## config.mk

```make
export PLATFORM = sky130hd
export DESIGN_NAME = player_missile_pool
export DESIGN_NICKNAME = d
export VERILOG_FILES = /design/src/rtl/player_missile_pool.sv
export SDC_FILE = /design/constraint.sdc
export NUM_CORES = 1
export LEC_CHECK = 0
export ABC_AREA = 0
export BUFFER_PORTS_ARGS = -buffer_cell sky130_fd_sc_hd__buf_2
export CORE_MARGIN = 2
export CORE_UTILIZATION = 26
export CTS_CLUSTER_DIAMETER = 100
export CTS_CLUSTER_SIZE = 16
export DETAILED_ROUTE_END_ITERATION = 10
export GPL_ROUTABILITY_DRIVEN = 0
export MAX_ROUTING_LAYER = met4
export PLACE_DENSITY = 0.56
export SETUP_SLACK_MARGIN = 0.1
export SYNTH_ARGS = -nofsm -noshare
export SYNTH_HDL_FRONTEND = slang
export SYNTH_SLANG_ARGS = --single-unit
```

## constraint.sdc

```tcl
create_clock -name frame_clk -period 2.5 [get_ports frame_clk]
set_input_delay 0.125 -clock frame_clk [delete_from_list [all_inputs] [get_ports frame_clk]]
set_output_delay 0.125 -clock frame_clk [all_outputs]
set_load 0.02 [all_outputs]
```

## src/rtl/player_missile_pool.sv

```systemverilog
// Purpose: pool of N_MISSILES player missiles with fire-key detect, slot allocation, cooldown, upward motion and retirement.
// Latency: fire request to exist/fire_pulse is one frame_clk cycle; position updates appear one cycle after the registered Y they use.
// Backpressure: none; a fire request with no free slot or a running cooldown is dropped. Define PLAYER_MISSILE_AUTOFIRE_EN for a level-sensitive fire key.
module player_missile_pool #(
  parameter int         N_MISSILES = 4,
  parameter logic [7:0] FIRE_KEY   = 8'd44,
  parameter logic [9:0] Y_START    = 10'd448,
  parameter logic [9:0] Y_MIN      = 10'd0,
  parameter logic [9:0] Y_STEP     = 10'd4,
  parameter logic [9:0] X_OFFSET   = 10'd8,
  parameter logic [5:0] COOLDOWN   = 6'd10
) (
  input  logic                      frame_clk,
  input  logic                      Reset,
  input  logic [7:0]                keycode,
  input  logic [9:0]                ship_x,
  input  logic [N_MISSILES-1:0]     collided,
  output logic [10*N_MISSILES-1:0]  pmX,
  output logic [10*N_MISSILES-1:0]  pmY,
  output logic [N_MISSILES-1:0]     exist,
  output logic                      ready,
  output logic                      fire_pulse,
  output logic [3:0]                active_count
);

  // A missile at or above this row retires instead of moving past the top edge.
  localparam logic [9:0] RETIRE_Y = Y_MIN + Y_STEP;

  logic [9:0]            x_q [N_MISSILES];
  logic [9:0]            x_d [N_MISSILES];
  logic [9:0]            y_q [N_MISSILES];
  logic [9:0]            y_d [N_MISSILES];
  logic [N_MISSILES-1:0] exist_q, exist_d;
  logic [5:0]            cooldown_q, cooldown_d;
  logic                  fire_pulse_q, fire_pulse_d;
  logic                  fire_hit, fire_req, spawn, any_free;
  logic [N_MISSILES-1:0] alloc_oh;
  logic                  alloc_found;
`ifndef PLAYER_MISSILE_AUTOFIRE_EN
  logic                  fire_prev_q, fire_prev_d;
`endif

  // Fire request qualification and ready (free slot in the registered exist vector, cooldown expired).
  always_comb begin
    fire_hit = (keycode == FIRE_KEY);
`ifdef PLAYER_MISSILE_AUTOFIRE_EN
    fire_req = fire_hit;
`else
    fire_prev_d = fire_hit;
    fire_req    = fire_hit && !fire_prev_q;
`endif
    any_free = ~&exist_q;
    ready    = any_free && (cooldown_q == 6'd0);
    spawn    = fire_req && ready;
  end

  // Pick the lowest-index free slot as a one-hot vector.
  always_comb begin
    alloc_oh    = '0;
    alloc_found = 1'b0;
    for (int i = 0; i < N_MISSILES; i++) begin
      if (!alloc_found && !exist_q[i]) begin
        alloc_oh[i] = 1'b1;
        alloc_found = 1'b1;
      end
    end
  end

  // Per-slot motion/retirement for live slots, spawn into the chosen free slot, and cooldown.
  always_comb begin
    exist_d = exist_q;
    for (int i = 0; i < N_MISSILES; i++) begin
      x_d[i] = x_q[i];
      y_d[i] = y_q[i];
      if (exist_q[i]) begin
        if (collided[i]) begin
          exist_d[i] = 1'b0;
          y_d[i]     = Y_START;
        end else if (y_q[i] <= RETIRE_Y) begin
          exist_d[i] = 1'b0;
          y_d[i]     = Y_START;
        end else begin
          y_d[i] = y_q[i] - Y_STEP;
        end
      end else if (spawn && alloc_oh[i]) begin
        x_d[i]     = ship_x + X_OFFSET;
        y_d[i]     = Y_START;
        exist_d[i] = 1'b1;
      end
    end
    if (spawn) begin
      cooldown_d = COOLDOWN;
    end else if (cooldown_q != 6'd0) begin
      cooldown_d = cooldown_q - 6'd1;
    end else begin
      cooldown_d = 6'd0;
    end
    fire_pulse_d = spawn;
  end

  // State registers with synchronous active-low reset.
  always_ff @(posedge frame_clk) begin
    if (!Reset) begin
      for (int i = 0; i < N_MISSILES; i++) begin
        x_q[i] <= '0;
        y_q[i] <= Y_START;
      end
      exist_q      <= '0;
      cooldown_q   <= '0;
      fire_pulse_q <= 1'b0;
`ifndef PLAYER_MISSILE_AUTOFIRE_EN
      fire_prev_q  <= 1'b0;
`endif
    end else begin
      for (int i = 0; i < N_MISSILES; i++) begin
        x_q[i] <= x_d[i];
        y_q[i] <= y_d[i];
      end
      exist_q      <= exist_d;
      cooldown_q   <= cooldown_d;
      fire_pulse_q <= fire_pulse_d;
`ifndef PLAYER_MISSILE_AUTOFIRE_EN
      fire_prev_q  <= fire_prev_d;
`endif
    end
  end

  // Pack slot positions onto the output buses and count live slots.
  always_comb begin
    pmX          = '0;
    pmY          = '0;
    active_count = '0;
    for (int i = 0; i < N_MISSILES; i++) begin
      pmX[10*i +: 10] = x_q[i];
      pmY[10*i +: 10] = y_q[i];
      active_count    = active_count + {3'b000, exist_q[i]};
    end
  end

  assign exist      = exist_q;
  assign fire_pulse = fire_pulse_q;

endmodule

```

-- Yosys cells after proc, flatten, opt, wreduce, memory -nomap -nowiden
Memory sizes are Yosys's and may differ from the RTL's.
Index checks and enable logic that the tools add are counted.
- output and inout port bits: 90
- input bits: 24
- register bits: 12
- memories kept: 2
- word-level logic and storage cells: 110
- memory bits (writable): 80
- reduce and logical (&&, ||, !) cells: 21
- $add $sub $neg: 9
- multiplexer cells: 58
- eq/ne operators: 1
- bitwise operators: 10
- order comparisons: 4
- memory list (memory ; words ; width ; read ports ; clocked after memory_dff ; wr ports ; line ; source):
    x_q ; 4 ; 10 ; 4 ; 0 ; 4 ; 29 ; logic [9:0] x_q [N_MISSILES];
    y_q ; 4 ; 10 ; 4 ; 0 ; 4 ; 31 ; logic [9:0] y_q [N_MISSILES];
- operators with widths (kind ; count):
    10-bit 2-to-1 mux ; 32
    10-bit by 3-bit <= comparator with 1-bit output (second input constant) ; 4
    10-bit by 3-bit subtractor with 10-bit output (second input constant) ; 4
    1-bit 2-to-1 mux ; 24
    10-bit by 4-bit adder with 10-bit output (second input constant) ; 1
    1-bit logical AND ; 10
    8-bit by 6-bit == test with 1-bit output (second input constant) ; 1
    4-bit 2-to-1 mux ; 2
    1-bit OR ; 8
    1-bit zero test ; 7
    6-bit zero test ; 1
    6-bit nonzero test ; 1
    6-bit by 1-bit subtractor with 6-bit output (second input constant) ; 1
    3-bit by 1-bit adder with 4-bit output ; 1
    4-bit AND reduction ; 1
    2-bit by 1-bit adder with 3-bit output ; 1
    3-bit OR reduction ; 1
    1-bit by 1-bit adder with 2-bit output ; 1
    1-bit inverter ; 2

-- Longest topological paths before layout
- depth after elaboration: 13
- depth in mapped cells: 10
- mapped depth without buffers: 7

-- Worst setup path before layout
Ideal clock, no wire load.
- kind: flip-flop to flip-flop
- start: memory y_q[1][2]
- end: memory y_q[1][6]
- cell stages (with the launch flop): 8
- arrival: 2038 ps
- data required time: 2373 ps
- slack: 335 ps
- library setup time: 127 ps
- clock period less this slack: 2165 ps
- path buffers: 0
- cell sequence: dfxtp_1 > inv_1 > ha_1 > nor2_1 > nor3_1 > a211oi_1 > o21ai_0 > or3_1
- RTL lines (what ; line):
    start, declared ; 31

-- Worst setup path in the final report
- start: register exist_q[1], in the netlist exist[1]
- end: output port active_count[1]
- cells in the longest elaborated chain, start to end: 3
- RTL lines (what ; line ; source):
    start, declared ; 33 ; logic [N_MISSILES-1:0] exist_q, exist_d;
    start signal, assigned ; 119 ; exist_q <= exist_d;
    1-bit by 1-bit adder with 2-bit output ; 136 ; active_count = active_count + {3'b000, exist_q[i]};
    2-bit by 1-bit adder with 3-bit output ; 136 ;
    3-bit by 1-bit adder with 4-bit output ; 136 ;
    end, declared ; 23 ; output logic [3:0] active_count
Every way passes these cells.

==> insert_results.sql <==
INSERT INTO impl_metrics (metric_group, metric, value, unit) VALUES
('routing', 'avgRoutedWirePerCell', '14.0', 'um'),
('routing', 'drt_iter0_drc', '184', ''),
('sta', 'grt_setup_unrepaired', 'no', ''),
('logic_synthesis', 'netlist.area_leader.share', '42.6', '%'),
('global_routing', 'grt_antenna_before_repair', '0', ''),
('critical_path', 'timing_worst_setup_path_type', 'flop to output port', ''),
('placed_design', 'dpl.hpwl', '7.51', 'mm'),
('sta', 'period_needed', '2.21', 'ns'),
('global_routing', 'grtUsageMet1', '16.6', '%'),
('floorplanning', 'row_count', '45', ''),
('floorplanning', 'initial_utilization', '26.2', '%'),
('global_routing', 'layer_with_the_highest_usage', 'met2', ''),
('finish', 'layout-drive-gt1-share', '27.3', '%'),
('status', 'run_status', 'completed', ''),
('routing', 'routed_via_density', '4.74', ''),
('placed_design', 'placedInstanceArea', '0.00468', 'mm^2'),
('global_routing', 'grt_use_met2', '21.2', '%'),
('routing', 'remaining_drcs', '0', ''),
('global_routing', 'grt_util_met3', '3.64', '%'),
('worst_hold_path', 'min-delay-path-class', 'primary input to flop', ''),
('clock_tree', 'cts_repair_resize_count', '0', ''),
('routing', 'vias', '3473', ''),
('routing', 'drt_first_pass_iters', '4', ''),
('finish', 'diodes_inserted', '0', ''),
('finish', 'final_design_area_no_fill', '0.00497', 'mm^2'),
('finish', 'stdcell_count', '733', ''),
('sta', 'final.setup.worst_slack', '0.285', 'ns'),
('worst_hold_path', 'hold-path-endpoint', 'x_q[3][1]', ''),
('worst_hold_path', 'whs_path_depth', '3', ''),
('sta', 'hold_violations', '0', ''),
('floorplanning', 'die-height', '127', 'um'),
('clock_tree', 'clock_sink_count', '84', ''),
('logic_synthesis', 'yosys.area.top_type', 'dfxtp_1', ''),
('worst_hold_path', 'critical_hold_path_startpoint', 'ship_x[1]', ''),
('clock_tree', 'clockBufferDepth', '2', ''),
('critical_path', 'worstPathArrival', '2.09', 'ns'),
('sta', 'fmax', '451', 'MHz'),
('clock_tree', 'cts.root.buffer_cell', 'clkbuf_16', ''),
('routing', 'drtAntennaViolNets', '0', ''),
('global_routing', 'grt_max_degree', '27', ''),
('clock_tree', 'clk_pin_slew_worst_paths', '0.06', 'ns'),
('logic_synthesis', 'synth.yosys.warnings', '0', ''),
('floorplanning', 'die_area', '0.0162', 'mm^2'),
('critical_path', 'critical_path.startpoint_type', 'flop', ''),
('sta', 'finalCritPeriodShare', '88.6', '%'),
('clock_tree', 'cts_hold_buffers', '0', ''),
('logic_synthesis', 'synth.avg_cell_area', '9.17', 'um^2'),
('sta', 'timing.max_slew.rel_slack', '53.3', '%'),
('sta', 'setup_violations_final', '0', ''),
('sta', 'final.setup.tns', '0', 'ns'),
('power_and_ir_drop', 'p_leak', '2.22', 'nW'),
('clock_tree', 'post-cts-setup-buffers', '0', ''),
('critical_path', 'r2r.worst_path.cells', '7', ''),
('clock_tree', 'tritoncts', 'yes', ''),
('critical_path', 'end_kind', 'output port', ''),
('clock_tree', 'h_tree_lvls', '3', ''),
('logic_synthesis', 'ys_ff_latch', '84', ''),
('run', 'cap_viol_max_count', '0', ''),
('global_routing', 'grt_util_all_layers', '13.4', '%'),
('logic_synthesis', 'yosys-top-cells-area', 'dfxtp_1 43%, nor2_1 5.2%, ha_1 5.1%', ''),
('power_and_ir_drop', 'maximum_vdd_ir_drop', '0.328', 'mV'),
('floorplanning', 'placeableCoreArea', '0.0150', 'mm^2'),
('power_and_ir_drop', 'powerDensity', '610', 'mW/mm^2'),
('power_and_ir_drop', 'report.power.total', '3.04', 'mW'),
('logic_synthesis', 'synth_edf_count', '0', ''),
('logic_synthesis', 'synth_top_flop_cell', 'dfxtp_1', ''),
('placed_design', 'dp_cells', '718', ''),
('floorplanning', 'num_io_pins', '114', ''),
('global_routing', 'grt_remaining_overflow', '0', ''),
('critical_path', 'timing.critical_path.required', '2.38', 'ns'),
('placed_design', 'detailedPlace.worstSlack', '0.238', 'ns');
==> through the flow <==
stage | util, % | hold slack, ns
after floorplan | - | 0.221
after global placement | 31.1 | 0.409
after detailed placement | 31.1 | 0.420
after CTS | 33.0 | 0.0513
after global routing | 33.1 | 0.0657
final | 33.1 | 0.0716
==> critical path, stage by stage (launching register included) <==
cell and delay, ns:
dfxtp_1 0.45, inv_1 0.15, fa_1 0.53, inv_1 0.04, ha_1 0.17, ha_1 0.26
buf_2 0.16
==> metal layers <==
layer,vias up,part of all wire (%)
met3,7,6.0
met5,-,0
li1,1731,-
met4,0,1.1
met2,114,48
met1,1621,45
==> state kept, by name, summed over array words and instances (netlist names) <==
register,count
cooldown_q,6
exist,4
fire_prev_q,1
fire_pulse,1
x_q,40
y_q,32
==> synth_stat cells (all sizes together) (2+ instances only) <==
cell type  number
xnor2           4
inv            21
dfxtp          84
nand2          31
nor2           55
a21oi          17
a311oi          3
nor2b          11
o31ai           6
or4             5
nand3b          5
or3             9
a22oi           3
o21a            5
nand3          12
ha             16
o21ai          17
clkbuf          9
xor2            6
a31oi           4
nor3           10
o311ai          2
nand2b          4
and4            3
or2             2
and3            7
nor4            4
mux2i          19
nor4b           2
o211a          14
a211oi         12
buf            17
==> how the worst max path moves through the flow <==
stage	startpoint	end	cells after the start
CTS	exist[0]	active_count[1]	6
global route	y_q[3][2]	y_q[3][8]	6
finish	exist[1]	active_count[1]	6
detailed placement	cooldown_q[0]	y_q[1][6]	7
floorplan	y_q[1][2]	y_q[1][6]	7
global placement	cooldown_q[0]	y_q[1][6]	7
==> kinds of logic (layout without fill, tap and decap cells) <==
logic type / count (synthesis) / in the layout / share of synthesized area (%)
xor gates and xnor gates: 10 / 10 / 2.22
DFF: 84 / 84 / 42.6
buffers and inverters: 47 / 154 / 5.93
muxes: 19 / 19 / 4.82
and+or+nand+nor: 165 / 165 / 22.7
other: 1 / 9 / 0.0951
AOI/OAI and AO/OA: 87 / 87 / 16.0
adders and majority gates: 17 / 17 / 5.58
==> cells in the final DEF (no fill, tap or decap), drive strengths merged, types with 2 or more instances in the layout <==
cell,synthesis,final
o211a,14,14
or2,2,2
nand2b,4,4
nand3,12,12
clkinvlp,0,4
conb,1,9
nor4b,2,2
nor2b,11,11
a21oi,17,17
dfxtp,84,84
and3,7,7
nor3,10,10
a311oi,3,3
xnor2,4,4
or4,5,5
o21ai,17,17
ha,16,16
nand2,31,31
a22oi,3,3
o31ai,6,6
xor2,6,6
nand3b,5,5
o311ai,2,2
nor2,55,55
a31oi,4,4
inv,21,21
or3,9,9
a211oi,12,12
mux2i,19,19
buf,17,118
nor4,4,4
clkbuf,9,10
and4,3,3
o21a,5,5
==> where the power goes <==
| group | switching, mW | internal, mW |
|---|---|---|
| combinational | 0.209 | 0.150 |
| clock | 0.552 | 0.696 |
| sequential | 0.0448 | 1.38 |
==> cell type report <==
cell class                 instances  area, um^2
clock buffer                      10         239
clock inverter                     5        38.8
fill                            1582       10100
inverter                          21        78.8
multi-input combinational        307        2070
sequential                        84        1680
tap                              188         235
timing repair buffer             118         626
Power figures use the tool's default switching activity.
